<file path="config.mk">
export PLATFORM = sky130hd
export DESIGN_NAME = mips_ex_muldiv_ctrl_flat
export DESIGN_NICKNAME = d
export VERILOG_FILES = /design/src/rtl/mips_ex_muldiv_ctrl_pkg.sv /design/src/rtl/mips_ex_muldiv_ctrl_if.sv /design/src/rtl/mips_ex_muldiv_dp.sv /design/src/rtl/mips_ex_muldiv_ctrl.sv /design/src/flat_wrapper.sv
export SDC_FILE = /design/constraint.sdc
export NUM_CORES = 1
export LEC_CHECK = 0
export BUFFER_PORTS_ARGS = -buffer_cell sky130_fd_sc_hd__buf_2
export CAP_MARGIN = 20
export CORE_MARGIN = 5
export CORE_UTILIZATION = 30
export CTS_BUF_LIST = sky130_fd_sc_hd__clkbuf_4
export DETAILED_ROUTE_END_ITERATION = 10
export SLEW_MARGIN = 10
export SYNTH_ARGS = -nofsm -noshare
export SYNTH_HDL_FRONTEND = slang
export SYNTH_HIERARCHICAL = 1
export SYNTH_SLANG_ARGS = --single-unit
</file>
<file path="constraint.sdc">
create_clock -name clk -period 3.4 [get_ports clk]
set_input_delay 0.68 -clock clk [delete_from_list [all_inputs] [get_ports clk]]
set_output_delay 0.68 -clock clk [all_outputs]
set_load 0.01 [all_outputs]
</file>
<file path="src/rtl/mips_ex_muldiv_ctrl_pkg.sv">
`default_nettype none
// ============================================================================
// Module   : mips_ex_muldiv_ctrl_pkg
// Brief    : Shared widths, MULT/DIV op codes and sequencer state encodings.
// Revision : 1.0  initial release
// ============================================================================
`ifndef MIPS_DATA_WIDTH
`define MIPS_DATA_WIDTH 32
`endif

package mips_ex_muldiv_ctrl_pkg;

    localparam int c_DW = `MIPS_DATA_WIDTH;
    localparam int c_CW = $clog2(c_DW);

    typedef enum logic [1:0] {
        OP_MULT  = 2'b00,
        OP_MULTU = 2'b01,
        OP_DIV   = 2'b10,
        OP_DIVU  = 2'b11
    } muldiv_op_e;

    typedef enum logic [2:0] {
        ST_IDLE   = 3'd0,
        ST_PREP_A = 3'd1,
        ST_PREP_B = 3'd2,
        ST_ITER   = 3'd3,
        ST_FIX_A  = 3'd4,
        ST_FIX_B  = 3'd5,
        ST_DONE   = 3'd6
    } muldiv_state_e;

    function automatic logic op_is_signed(input logic [1:0] op);
        return ~op[0];
    endfunction

    function automatic logic op_is_div(input logic [1:0] op);
        return op[1];
    endfunction

endpackage

`default_nettype wire

</file>
<file path="src/rtl/mips_ex_muldiv_ctrl_if.sv">
`default_nettype none
// ============================================================================
// Module   : mips_ex_muldiv_ctrl_if
// Brief    : Request, HI/LO and shared-ALU borrow signals of the muldiv block.
//            div0 exists only when MIPS_MULDIV_DIV0_EN is defined.
// Revision : 1.0  initial release
// ============================================================================
interface mips_ex_muldiv_ctrl_if
    import mips_ex_muldiv_ctrl_pkg::*;
#(
    parameter int DW = c_DW
);
    logic          req_valid;
    logic          req_ready;
    logic [1:0]    req_op;
    logic [DW-1:0] req_rs;
    logic [DW-1:0] req_rt;
    logic          flush;
    logic          hi_wen;
    logic          lo_wen;
    logic [DW-1:0] wdata;
    logic [DW-1:0] hi;
    logic [DW-1:0] lo;
    logic          busy;
    logic          done;
`ifdef MIPS_MULDIV_DIV0_EN
    logic          div0;
`endif
    logic          muldiv_alu_own;
    logic [DW-1:0] muldiv_req_alu_op1;
    logic [DW-1:0] muldiv_req_alu_op2;
    logic          muldiv_req_alu_add;
    logic          muldiv_req_alu_sub;
    logic [DW-1:0] muldiv_alu_res;
    logic          muldiv_alu_cout;

    modport slave (
        input  req_valid, req_op, req_rs, req_rt, flush, hi_wen, lo_wen, wdata,
               muldiv_alu_res, muldiv_alu_cout,
`ifdef MIPS_MULDIV_DIV0_EN
        output div0,
`endif
        output req_ready, hi, lo, busy, done, muldiv_alu_own,
               muldiv_req_alu_op1, muldiv_req_alu_op2,
               muldiv_req_alu_add, muldiv_req_alu_sub
    );

    modport master (
        output req_valid, req_op, req_rs, req_rt, flush, hi_wen, lo_wen, wdata,
               muldiv_alu_res, muldiv_alu_cout,
`ifdef MIPS_MULDIV_DIV0_EN
        input  div0,
`endif
        input  req_ready, hi, lo, busy, done, muldiv_alu_own,
               muldiv_req_alu_op1, muldiv_req_alu_op2,
               muldiv_req_alu_add, muldiv_req_alu_sub
    );

endinterface

`default_nettype wire

</file>
<file path="src/rtl/mips_ex_muldiv_dp.sv">
`default_nettype none
// ============================================================================
// Module   : mips_ex_muldiv_dp
// Brief    : Operand, accumulator/remainder and lo/quotient registers with the
//            shift-add / restoring-divide step and ALU operand selection.
// Revision : 1.0  initial release
// ============================================================================
module mips_ex_muldiv_dp
    import mips_ex_muldiv_ctrl_pkg::*;
#(
    parameter int DW = c_DW
) (
    input  wire logic          clk,
    input  wire logic          rst_n,
    input  wire logic [2:0]    i_state,
    input  wire logic          i_accept,
    input  wire logic [1:0]    i_op,
    input  wire logic [DW-1:0] i_rs,
    input  wire logic [DW-1:0] i_rt,
    input  wire logic [DW-1:0] i_alu_res,
    input  wire logic          i_alu_cout,
    output logic               o_is_div,
`ifdef MIPS_MULDIV_DIV0_EN
    output logic               o_rt_zero,
`endif
    output logic [DW-1:0]      o_op1,
    output logic [DW-1:0]      o_op2,
    output logic [DW-1:0]      o_hi_val,
    output logic [DW-1:0]      o_lo_val
);

    logic [1:0]    r_op;
    logic [DW-1:0] r_rs;
    logic [DW-1:0] r_rt;
    logic [DW-1:0] r_opa;
    logic [DW-1:0] r_opb;
    logic [DW-1:0] r_acc;
    logic [DW-1:0] r_lo;

    logic          w_is_div;
    logic          w_neg_a;
    logic          w_neg_b;
    logic          w_sdiff;
    logic          w_fixb_en;
    logic          w_take;
    logic [DW-1:0] w_rem_sh;

    assign w_is_div  = op_is_div(r_op);
    assign w_neg_a   = op_is_signed(r_op) & r_rs[DW-1];
    assign w_neg_b   = op_is_signed(r_op) & r_rt[DW-1];
    assign w_sdiff   = w_neg_a ^ w_neg_b;
    assign w_fixb_en = w_is_div ? w_neg_a : w_sdiff;
    assign w_rem_sh  = {r_acc[DW-2:0], r_lo[DW-1]};
    // The bit shifted out of the remainder makes it exceed any divisor.
    assign w_take    = r_acc[DW-1] | i_alu_cout;

    assign o_is_div  = w_is_div;
`ifdef MIPS_MULDIV_DIV0_EN
    assign o_rt_zero = (r_rt == '0);
`endif

    always_comb begin
        o_op1 = '0;
        o_op2 = '0;
        case (i_state)
            ST_PREP_A: o_op2 = r_rs;
            ST_PREP_B: o_op2 = r_rt;
            ST_ITER: begin
                if (w_is_div) begin
                    o_op1 = w_rem_sh;
                    o_op2 = r_opb;
                end else begin
                    o_op1 = r_acc;
                    o_op2 = r_lo[0] ? r_opa : '0;
                end
            end
            ST_FIX_A:  o_op2 = r_lo;
            ST_FIX_B: begin
                // lo already negated in FIX_A; it is zero exactly when it was zero before.
                if (w_is_div) begin
                    o_op2 = r_acc;
                end else begin
                    o_op1 = ~r_acc;
                    o_op2 = {{(DW-1){1'b0}}, (r_lo == '0)};
                end
            end
            default: ;
        endcase
    end

    assign o_hi_val = (i_state == ST_PREP_A) ? r_rs : (w_fixb_en ? i_alu_res : r_acc);
    assign o_lo_val = (i_state == ST_PREP_A) ? '1   : r_lo;

    always_ff @(posedge clk) begin
        if (!rst_n) begin
            r_op  <= '0;
            r_rs  <= '0;
            r_rt  <= '0;
            r_opa <= '0;
            r_opb <= '0;
            r_acc <= '0;
            r_lo  <= '0;
        end else begin
            if (i_accept) begin
                r_op <= i_op;
                r_rs <= i_rs;
                r_rt <= i_rt;
            end
            case (i_state)
                ST_PREP_A: r_opa <= w_neg_a ? i_alu_res : r_rs;
                ST_PREP_B: begin
                    r_opb <= w_neg_b ? i_alu_res : r_rt;
                    r_acc <= '0;
                    r_lo  <= w_is_div ? r_opa : (w_neg_b ? i_alu_res : r_rt);
                end
                ST_ITER: begin
                    if (w_is_div) begin
                        r_acc <= w_take ? i_alu_res : w_rem_sh;
                        r_lo  <= {r_lo[DW-2:0], w_take};
                    end else begin
                        r_acc <= {i_alu_cout, i_alu_res[DW-1:1]};
                        r_lo  <= {i_alu_res[0], r_lo[DW-1:1]};
                    end
                end
                ST_FIX_A: begin
                    if (w_sdiff) begin
                        r_lo <= i_alu_res;
                    end
                end
                default: ;
            endcase
        end
    end

endmodule

`default_nettype wire

</file>
<file path="src/rtl/mips_ex_muldiv_ctrl.sv">
`default_nettype none
// ============================================================================
// Module   : mips_ex_muldiv_ctrl
// Brief    : Iterative MULT/MULTU/DIV/DIVU sequencer owning HI/LO; borrows the
//            shared EX ALU. Optional MIPS_MULDIV_DIV0_EN: early divide-by-zero.
// Revision : 1.0  initial release
// ============================================================================
module mips_ex_muldiv_ctrl
    import mips_ex_muldiv_ctrl_pkg::*;
#(
    parameter int DW = c_DW,
    parameter int CW = c_CW
) (
    input wire logic             clk,
    input wire logic             rst_n,
    mips_ex_muldiv_ctrl_if.slave bus
);

    muldiv_state_e r_state;
    muldiv_state_e w_state_nxt;
    logic [CW-1:0] r_cnt;
    logic [DW-1:0] r_hi;
    logic [DW-1:0] r_lo;

    logic          w_accept;
    logic          w_is_div;
    logic          w_own;
    logic          w_add;
    logic          w_sub;
    logic          w_commit;
    logic [DW-1:0] w_op1;
    logic [DW-1:0] w_op2;
    logic [DW-1:0] w_hi_val;
    logic [DW-1:0] w_lo_val;
`ifdef MIPS_MULDIV_DIV0_EN
    logic          w_rt_zero;
`endif

    assign w_accept = (r_state == ST_IDLE) & bus.req_valid & ~bus.flush;

    mips_ex_muldiv_dp #(
        .DW (DW)
    ) u_dp (
        .clk        (clk),
        .rst_n      (rst_n),
        .i_state    (r_state),
        .i_accept   (w_accept),
        .i_op       (bus.req_op),
        .i_rs       (bus.req_rs),
        .i_rt       (bus.req_rt),
        .i_alu_res  (bus.muldiv_alu_res),
        .i_alu_cout (bus.muldiv_alu_cout),
        .o_is_div   (w_is_div),
`ifdef MIPS_MULDIV_DIV0_EN
        .o_rt_zero  (w_rt_zero),
`endif
        .o_op1      (w_op1),
        .o_op2      (w_op2),
        .o_hi_val   (w_hi_val),
        .o_lo_val   (w_lo_val)
    );

    always_ff @(posedge clk) begin
        if (!rst_n) begin
            r_state <= ST_IDLE;
        end else begin
            r_state <= w_state_nxt;
        end
    end

    always_ff @(posedge clk) begin
        if (!rst_n) begin
            r_cnt <= '0;
        end else if (r_state == ST_ITER) begin
            r_cnt <= r_cnt + CW'(1);
        end else begin
            r_cnt <= '0;
        end
    end

    always_comb begin
        w_state_nxt = r_state;
        w_add       = 1'b0;
        w_sub       = 1'b0;
        case (r_state)
            ST_IDLE: begin
                if (w_accept) begin
                    w_state_nxt = ST_PREP_A;
                end
            end
            ST_PREP_A: begin
                w_sub = 1'b1;
`ifdef MIPS_MULDIV_DIV0_EN
                w_state_nxt = (w_is_div & w_rt_zero) ? ST_DONE : ST_PREP_B;
`else
                w_state_nxt = ST_PREP_B;
`endif
            end
            ST_PREP_B: begin
                w_sub       = 1'b1;
                w_state_nxt = ST_ITER;
            end
            ST_ITER: begin
                w_add = ~w_is_div;
                w_sub = w_is_div;
                if (r_cnt == CW'(DW - 1)) begin
                    w_state_nxt = ST_FIX_A;
                end
            end
            ST_FIX_A: begin
                w_sub       = 1'b1;
                w_state_nxt = ST_FIX_B;
            end
            ST_FIX_B: begin
                w_add       = ~w_is_div;
                w_sub       = w_is_div;
                w_state_nxt = ST_DONE;
            end
            ST_DONE:  w_state_nxt = ST_IDLE;
            default:  w_state_nxt = ST_IDLE;
        endcase
        if (bus.flush && (r_state != ST_IDLE)) begin
            w_state_nxt = ST_IDLE;
        end
    end

    // Results land in HI/LO on the edge that enters DONE.
    assign w_commit = (w_state_nxt == ST_DONE) & (r_state != ST_DONE);

    always_ff @(posedge clk) begin
        if (!rst_n) begin
            r_hi <= '0;
            r_lo <= '0;
        end else if (w_commit) begin
            r_hi <= w_hi_val;
            r_lo <= w_lo_val;
        end else if (r_state == ST_IDLE) begin
            if (bus.hi_wen) begin
                r_hi <= bus.wdata;
            end
            if (bus.lo_wen) begin
                r_lo <= bus.wdata;
            end
        end
    end

    assign w_own                  = (r_state != ST_IDLE) & (r_state != ST_DONE);
    assign bus.muldiv_alu_own     = w_own;
    assign bus.muldiv_req_alu_op1 = w_own ? w_op1 : '0;
    assign bus.muldiv_req_alu_op2 = w_own ? w_op2 : '0;
    assign bus.muldiv_req_alu_add = w_own & w_add;
    assign bus.muldiv_req_alu_sub = w_own & w_sub;

    assign bus.req_ready = (r_state == ST_IDLE);
    assign bus.busy      = (r_state != ST_IDLE);
    assign bus.done      = (r_state == ST_DONE);
    assign bus.hi        = r_hi;
    assign bus.lo        = r_lo;
`ifdef MIPS_MULDIV_DIV0_EN
    assign bus.div0      = (r_state == ST_DONE) & w_is_div & w_rt_zero;
`endif

endmodule

`default_nettype wire

</file>
<file path="src/flat_wrapper.sv">
// flat-port wrapper written by rule: the top's interface ports become plain ports
module mips_ex_muldiv_ctrl_flat import mips_ex_muldiv_ctrl_pkg::*;
#(
    parameter int DW = c_DW,
    parameter int CW = c_CW
)
  (clk, rst_n, bus_req_valid, bus_req_op, bus_req_rs, bus_req_rt, bus_flush, bus_hi_wen, bus_lo_wen, bus_wdata, bus_muldiv_alu_res, bus_muldiv_alu_cout, bus_req_ready, bus_hi, bus_lo, bus_busy, bus_done, bus_muldiv_alu_own, bus_muldiv_req_alu_op1, bus_muldiv_req_alu_op2, bus_muldiv_req_alu_add, bus_muldiv_req_alu_sub);
  mips_ex_muldiv_ctrl_if #(.DW(DW)) bus_i ();
  input wire logic clk;
  input wire logic rst_n;
  input wire logic [$bits(bus_i.req_valid)-1:0] bus_req_valid;
  input wire logic [$bits(bus_i.req_op)-1:0] bus_req_op;
  input wire logic [$bits(bus_i.req_rs)-1:0] bus_req_rs;
  input wire logic [$bits(bus_i.req_rt)-1:0] bus_req_rt;
  input wire logic [$bits(bus_i.flush)-1:0] bus_flush;
  input wire logic [$bits(bus_i.hi_wen)-1:0] bus_hi_wen;
  input wire logic [$bits(bus_i.lo_wen)-1:0] bus_lo_wen;
  input wire logic [$bits(bus_i.wdata)-1:0] bus_wdata;
  input wire logic [$bits(bus_i.muldiv_alu_res)-1:0] bus_muldiv_alu_res;
  input wire logic [$bits(bus_i.muldiv_alu_cout)-1:0] bus_muldiv_alu_cout;
  output wire logic [$bits(bus_i.req_ready)-1:0] bus_req_ready;
  output wire logic [$bits(bus_i.hi)-1:0] bus_hi;
  output wire logic [$bits(bus_i.lo)-1:0] bus_lo;
  output wire logic [$bits(bus_i.busy)-1:0] bus_busy;
  output wire logic [$bits(bus_i.done)-1:0] bus_done;
  output wire logic [$bits(bus_i.muldiv_alu_own)-1:0] bus_muldiv_alu_own;
  output wire logic [$bits(bus_i.muldiv_req_alu_op1)-1:0] bus_muldiv_req_alu_op1;
  output wire logic [$bits(bus_i.muldiv_req_alu_op2)-1:0] bus_muldiv_req_alu_op2;
  output wire logic [$bits(bus_i.muldiv_req_alu_add)-1:0] bus_muldiv_req_alu_add;
  output wire logic [$bits(bus_i.muldiv_req_alu_sub)-1:0] bus_muldiv_req_alu_sub;
  assign bus_i.req_valid = bus_req_valid;
  assign bus_i.req_op = bus_req_op;
  assign bus_i.req_rs = bus_req_rs;
  assign bus_i.req_rt = bus_req_rt;
  assign bus_i.flush = bus_flush;
  assign bus_i.hi_wen = bus_hi_wen;
  assign bus_i.lo_wen = bus_lo_wen;
  assign bus_i.wdata = bus_wdata;
  assign bus_i.muldiv_alu_res = bus_muldiv_alu_res;
  assign bus_i.muldiv_alu_cout = bus_muldiv_alu_cout;
  assign bus_req_ready = bus_i.req_ready;
  assign bus_hi = bus_i.hi;
  assign bus_lo = bus_i.lo;
  assign bus_busy = bus_i.busy;
  assign bus_done = bus_i.done;
  assign bus_muldiv_alu_own = bus_i.muldiv_alu_own;
  assign bus_muldiv_req_alu_op1 = bus_i.muldiv_req_alu_op1;
  assign bus_muldiv_req_alu_op2 = bus_i.muldiv_req_alu_op2;
  assign bus_muldiv_req_alu_add = bus_i.muldiv_req_alu_add;
  assign bus_muldiv_req_alu_sub = bus_i.muldiv_req_alu_sub;
  mips_ex_muldiv_ctrl #(.DW(DW), .CW(CW)) u_core (.clk(clk), .rst_n(rst_n), .bus(bus_i));
endmodule
</file>
# Yosys cells after proc, flatten, opt, wreduce, memory -nomap -nowiden

Index checks and enable logic that the tools add are counted.

Bits in latches: 0
RAM bits: 0
Word-level logic and storage cells: 85
Bits of input ports: 137
Bits in read-only memories: 0
Flip-flop bits (word level): 266
Output and inout bits: 134
Memories kept: 0

Shifts and indexed selects: 0
Equal/unequal tests: 10
Muxes and demuxes: 34
Bitwise gates (word level): 14
$mul: 0
Add/sub/neg operators: 1
Divide/modulo/power cells: 0
Magnitude comparators: 0
Reduce and logical (&&, ||, !) cells: 15

Operators by type and width:

| cell                                                             | number |
|---|---|
| 32-bit two-way mux                                               | 23 |
| 32-bit one-hot mux with 5 select lines                           | 1 |
| 32-bit one-hot mux with 2 select lines                           | 2 |
| 32-bit one-hot mux with 3 select lines                           | 1 |
| 32-bit zero test                                                 | 1 |
| 32-bit inverter                                                  | 1 |
| 3-bit one-hot mux with 6 select lines                            | 1 |
| 3-bit == test (second input constant)                            | 4 |
| 3-bit two-way mux                                                | 3 |
| 1-bit bitwise AND                                                | 8 |
| 2-bit AND reduction                                              | 4 |
| 2-bit nonzero test                                               | 4 |
| 3-bit by 2-bit == test with 1-bit output (second input constant) | 2 |
| 3-bit nonzero test                                               | 2 |
| 5-bit by 1-bit adder with 5-bit output (second input constant)   | 1 |
| 5-bit == test (second input constant)                            | 1 |
| 3-bit by 1-bit == test with 1-bit output (second input constant) | 1 |
| 3-bit zero test                                                  | 1 |
| 3-bit != test (second input constant)                            | 1 |
| 1-bit inverter                                                   | 3 |
| 3-bit OR reduction                                               | 1 |
| 1-bit two-way mux                                                | 2 |
| 2-bit != test (second input constant)                            | 1 |
| 1-bit one-hot mux with 2 select lines                            | 1 |
| 4 further kinds                                                  | 4 |

# Logic depth before layout (Yosys ltp)

Depth in word-level cells: 10
Mapped depth: 9
Mapped depth without buffers: 6

# Cells and area by module

Netlist, hierarchy kept.

Modules (own cells, without submodules):

| module              | cells each | times used | sequential area each (um2) | area an instance (um2) |
|---|---|---|---|---|
| mips_ex_muldiv_dp   | 1,641      | 1          | 3,883.7                    | 13,384.1 |
| mips_ex_muldiv_ctrl | 484        | 1          | 1,441.4                    | 3,872.5 |

# Least setup slack after synthesis

No wires, ideal clock.

Path type: register to output
Start: register u_core.r_state[0]
End: output bus_muldiv_req_alu_op2[24]
Data required time: 2,720 ps
Data arrival time: 1,858 ps
Cell stages (with the launch flop): 9
Setup slack: 862 ps
Cells stage by stage: dfxtp_1 buf_4 inv_2 or3_1 buf_2 buf_4 buf_2 o22ai_1 nor2b_1

Cells in the longest elaborated chain, start to end: 3

RTL lines:

| element                                     | line                       | RTL |
|---|---|---|
| start, declared                             | mips_ex_muldiv_ctrl.sv:19  | `muldiv_state_e r_state;` |
| start signal, assigned                      | mips_ex_muldiv_ctrl.sv:67  | `r_state <= w_state_nxt;` |
| 3-bit == test, or another cell as far along | mips_ex_muldiv_dp.sv:65    | `case (i_state)` |
| 32-bit one-hot mux with 5 select lines *    | mips_ex_muldiv_dp.sv:65    |  |
| named net u_core.w_op2[24]                  | mips_ex_muldiv_ctrl.sv:32  | `logic [DW-1:0] w_op2;` |
| 32-bit two-way mux *                        | mips_ex_muldiv_ctrl.sv:150 | `assign bus.muldiv_req_alu_op2 = w_own ? w_op2 : '0;` |
| end, declared                               | flat_wrapper.sv:28         | `output wire logic [$bits(bus_i.muldiv_req_alu_op2)-1:0] bus_muldiv_req_alu_op2;` |

Mark *: on every way through the listed nets, which the timed path passes. The rest lies on a longest branch.

# Final worst setup path

Start: register u_core.r_state[1]
End: output bus_muldiv_req_alu_op2[22]

Same word-level chain as after synthesis.

==> results.md <==
* Psw at between 2 and 2.5 mW
* Register area at 5340 um2
* CP startpoint kind: flop
* Async S/R FF share, synth at 0
* Setup crit end kind: output pin
* Root buf cell: clkbuf_4
* Detailed-placement wirelength estimate at 52300 um
* Sequential-to-total area share from yosys stat at 0.309
* Vias per inst at 5.88
* Hold Crit Class: in -> reg
* Setup ws final at about 0.057 ns
* Total wire length after detailed routing at between 70000 and 80000 um
* Synth area leader: dfxtp_1
* WL/cell at 24.3 um
* Clock share of power at 0.394
* Area of the die at 62400 um2
* Leakage Power at 8.45 nW
* Vias in the first global route at around 17000
* Setup TNS at 0 ns
* Largest net degree at the start of global routing at 156
* # setup viols final at 0
* Fraction of layout cells with a size suffix above 1 at 0.272
* Antenna-violating nets left at 0
* DR vias at ~19000
* Post-layout net count at between 2000 and 2500
* Yosys reg bits at between 200 and 300
* Place WS at approximately 0.52 ns
* Pins Over Slew Limit at 0
* Clock skew at 0.0506 ns
* Clock Latency Late Sink at 0.79 ns
* WS Path Type: reg -> out
* Max-slew headroom at 0.222
* Sw Share at 0.319
* Fin. Hold Viols at 0
* Post-synth top cells: dfxtp_1 (266), nand2_1 (229), nor2b_1 (168)
* Leading post-synthesis cells by cell area: dfxtp_1 (31%), mux2i_1 (9.3%), nor2b_1 (6.1%)
* Reg clk slew, reported paths at approximately 0.07 ns
* Crit path arrival time at around 2.7 ns
* Number of I/O port buffers at 270
* 1st-pass router iterations at 6
* Initial Util at 0.301
* CTS max path bufs at 3
* Most used DFF post-synth: dfxtp_1
* Synth-to-Final Area Change at 21.3%
* Internal power at 5.28 mW
* Crit path time final at ~3.3 ns
* Logic gate share of total power at 0.168
* Hold Worst Slack at ~0.14 ns
* Netlist cell types at 64
* Post-synth net total at 2265
* Status: finished clean
* Placed insts at roughly 3000
* Worst Max-Slew Pin Slew at about 1.2 ns
* Maximum fanout along the worst path at 12
* Grt total ovfl at 0
* Ports at roughly 270
* RSZ-0062 raised after global routing: yes
* Filler cells at around 6000
* Number of clock sinks at between 200 and 300
* Num rows at slightly below 90
* Die Ht at 250 um
* First-pass GRT wire length at about 110000 um
* Register share of total power at 0.438
* Number of remaining DRC errors at 0
* Multi-input logic area at around 11000 um2
* Pwr dens at between 300 and 400 nW/um2
* Worst Path Required at 2.72 ns
* Maxcap violations at 0
* GRT Util Overall at 0.228
* H-Tree Depth at 3
* Core area at about 57000 um2
* Area share of the largest cell type after synthesis at 0.309
* CTS tree: built
* Initial antenna violation count at 11
* DIE WIDTH at ~250 um
* Post-route insts no fill at approximately 3200
* Post-Syn Area at 17300 um2
* VDD IR max at 0.000182 V
* TritonCTS Buffers at roughly 80
* Final Wtd Congestion at 0.915
* Most frequent cell after synthesis: dfxtp_1
* Iter 0 DRT Violations at around 2100
* Maximum clock rate at between 200 and 300 MHz
* Post-synth EDFFs at 0
* Period utilization at 0.983
* Syn_area_per_cell at slightly above 8 um2
* Mapped Cells at 2125
* Synth warn at 6
through the flow:
stage / cell area [um2] / total power [mW] / utilization
after floorplan: 17300 / 4.17 / -
after global placement: 19300 / 4.68 / 0.337
after detailed placement: 19300 / 4.70 / 0.337
after CTS: 20500 / 7.79 / 0.357
after global routing: 20900 / 8.10 / 0.365
final: 20900 / 7.75 / 0.365
area by class of cell:
type / count / share of cell area
diodes: 10 / 0.00120
clock buffers: 114 / 0.0409
clock inverters: 20 / 0.00371
inverters: 10 / 0.00179
multi-input cells: 1616 / 0.532
flip-flops and latches: 266 / 0.255
well taps: 765 / 0.0457
repair buffers: 376 / 0.119
metal layers:
metal | track usage | wire [um] | vias up | share of wire
met5 | 0 | 53 | - | 0.00069
met4 | 0.0779 | 2580 | 8 | 0.033
met3 | 0.0654 | 8070 | 193 | 0.10
met2 | 0.334 | 32500 | 1048 | 0.42
met1 | 0.321 | 34000 | 9021 | 0.44
li1 | - | - | 8399 | -
cells by family (layout without fill, tap and decap cells):
family / Yosys count / in the layout / share of synthesized area
other: 0 / 10 / 0
AOI/OAI and AO/OA: 712 / 712 / 0.317
buffers and inverters: 245 / 520 / 0.0667
adders and majority gates: 3 / 3 / 0.00218
and+or+nand+nor: 734 / 736 / 0.209
xor gates and xnor gates: 5 / 5 / 0.00297
DFF: 266 / 266 / 0.309
muxes: 160 / 160 / 0.0928
final timing paths:
check / from / to / slack (ns) / cells after the start
max: u_core/r_state[1] / bus_muldiv_req_alu_op2[22] / 0.06 / 8
max reg2reg: u_core/u_dp/r_op[1] / u_core/bus.hi[0] / 0.58 / 8
min: bus_req_rs[27] / u_core/u_dp/r_rs[27] / 0.14 / 3
min reg2reg: u_core/bus.lo[27] / u_core/bus.lo[27] / 0.47 / 2
worst max-delay path: stages, from the launching register on:
cell and delay [ns]:
dfxtp_4 0.39, nor2b_4 0.15, buf_4 0.15, buf_4 0.18, a22o_1 0.26, a221oi_2 0.26
o22ai_1 0.16, nor2b_1 0.15, buf_2 0.15
registers in the layout (all words and copies together), names as in the netlist:
signal             count
u_core/u_dp/r_op       2
u_core/r_state         3
u_core/bus.hi         32
u_core/u_dp/r_lo      32
u_core/u_dp/r_opb     32
u_core/u_dp/r_rt      32
u_core/u_dp/r_opa     32
u_core/r_cnt           5
u_core/u_dp/r_rs      32
u_core/u_dp/r_acc     32
u_core/bus.lo         32
power by group through the flow:
stage	clock, mW	sequential [mW]	combinational (mW)
after floorplan	0	3.43	0.742
after global placement	0	3.45	1.22
after detailed placement	0	3.46	1.24
after CTS	3.15	3.39	1.26
after global routing	3.31	3.40	1.39
final	3.06	3.39	1.30
layout by cell type (no fill, tap or decap), types with 4 or more instances in the layout:
| cell type | synthesis | routed |
|---|---|---|
| nor2b_4 | 0 | 7 |
| or2_2 | 32 | 32 |
| a311oi_2 | 30 | 30 |
| a311oi_1 | 32 | 32 |
| o21ai_1 | 0 | 7 |
| dfxtp_1 | 266 | 261 |
| inv_1 | 7 | 7 |
| a2111o_1 | 31 | 31 |
| buf_12 | 3 | 16 |
| a22o_1 | 58 | 58 |
| a2111oi_2 | 26 | 26 |
| nand3_1 | 66 | 66 |
| a31oi_1 | 96 | 96 |
| nor2b_1 | 168 | 160 |
| a211oi_1 | 32 | 30 |
| and2_1 | 31 | 30 |
| nor2_1 | 143 | 142 |
| o21ai_0 | 162 | 153 |
| a221oi_2 | 0 | 18 |
| o211a_1 | 63 | 63 |
| nor4_2 | 0 | 5 |
| buf_2 | 74 | 268 |
| nand2_1 | 229 | 229 |
| o22ai_2 | 0 | 4 |
| o22ai_1 | 30 | 26 |
| nand3b_1 | 4 | 4 |
| clkinv_1 | 0 | 16 |
| buf_6 | 9 | 9 |
| inv_2 | 3 | 5 |
| nor3_1 | 32 | 31 |
| a221oi_1 | 31 | 13 |
| mux2i_1 | 160 | 160 |
| a2111oi_0 | 4 | 4 |
| clkbuf_4 | 0 | 114 |
| buf_4 | 6 | 76 |
| diode_2 | 0 | 10 |
| o21a_1 | 32 | 32 |
| a22oi_1 | 5 | 5 |
| a21oi_1 | 67 | 67 |
| dfxtp_4 | 0 | 4 |
what timing repair did:
item | in CTS | in global routing
endpoints found under the setup margin | 64 | 43
resized for setup | 34 | 53
buffers inserted | 6 | 11
gates cloned | 1 | 4
pin swaps | 6 | 11
hold buffers | 0 | 0
No activity file was read; power rests on OpenSTA's default activity.
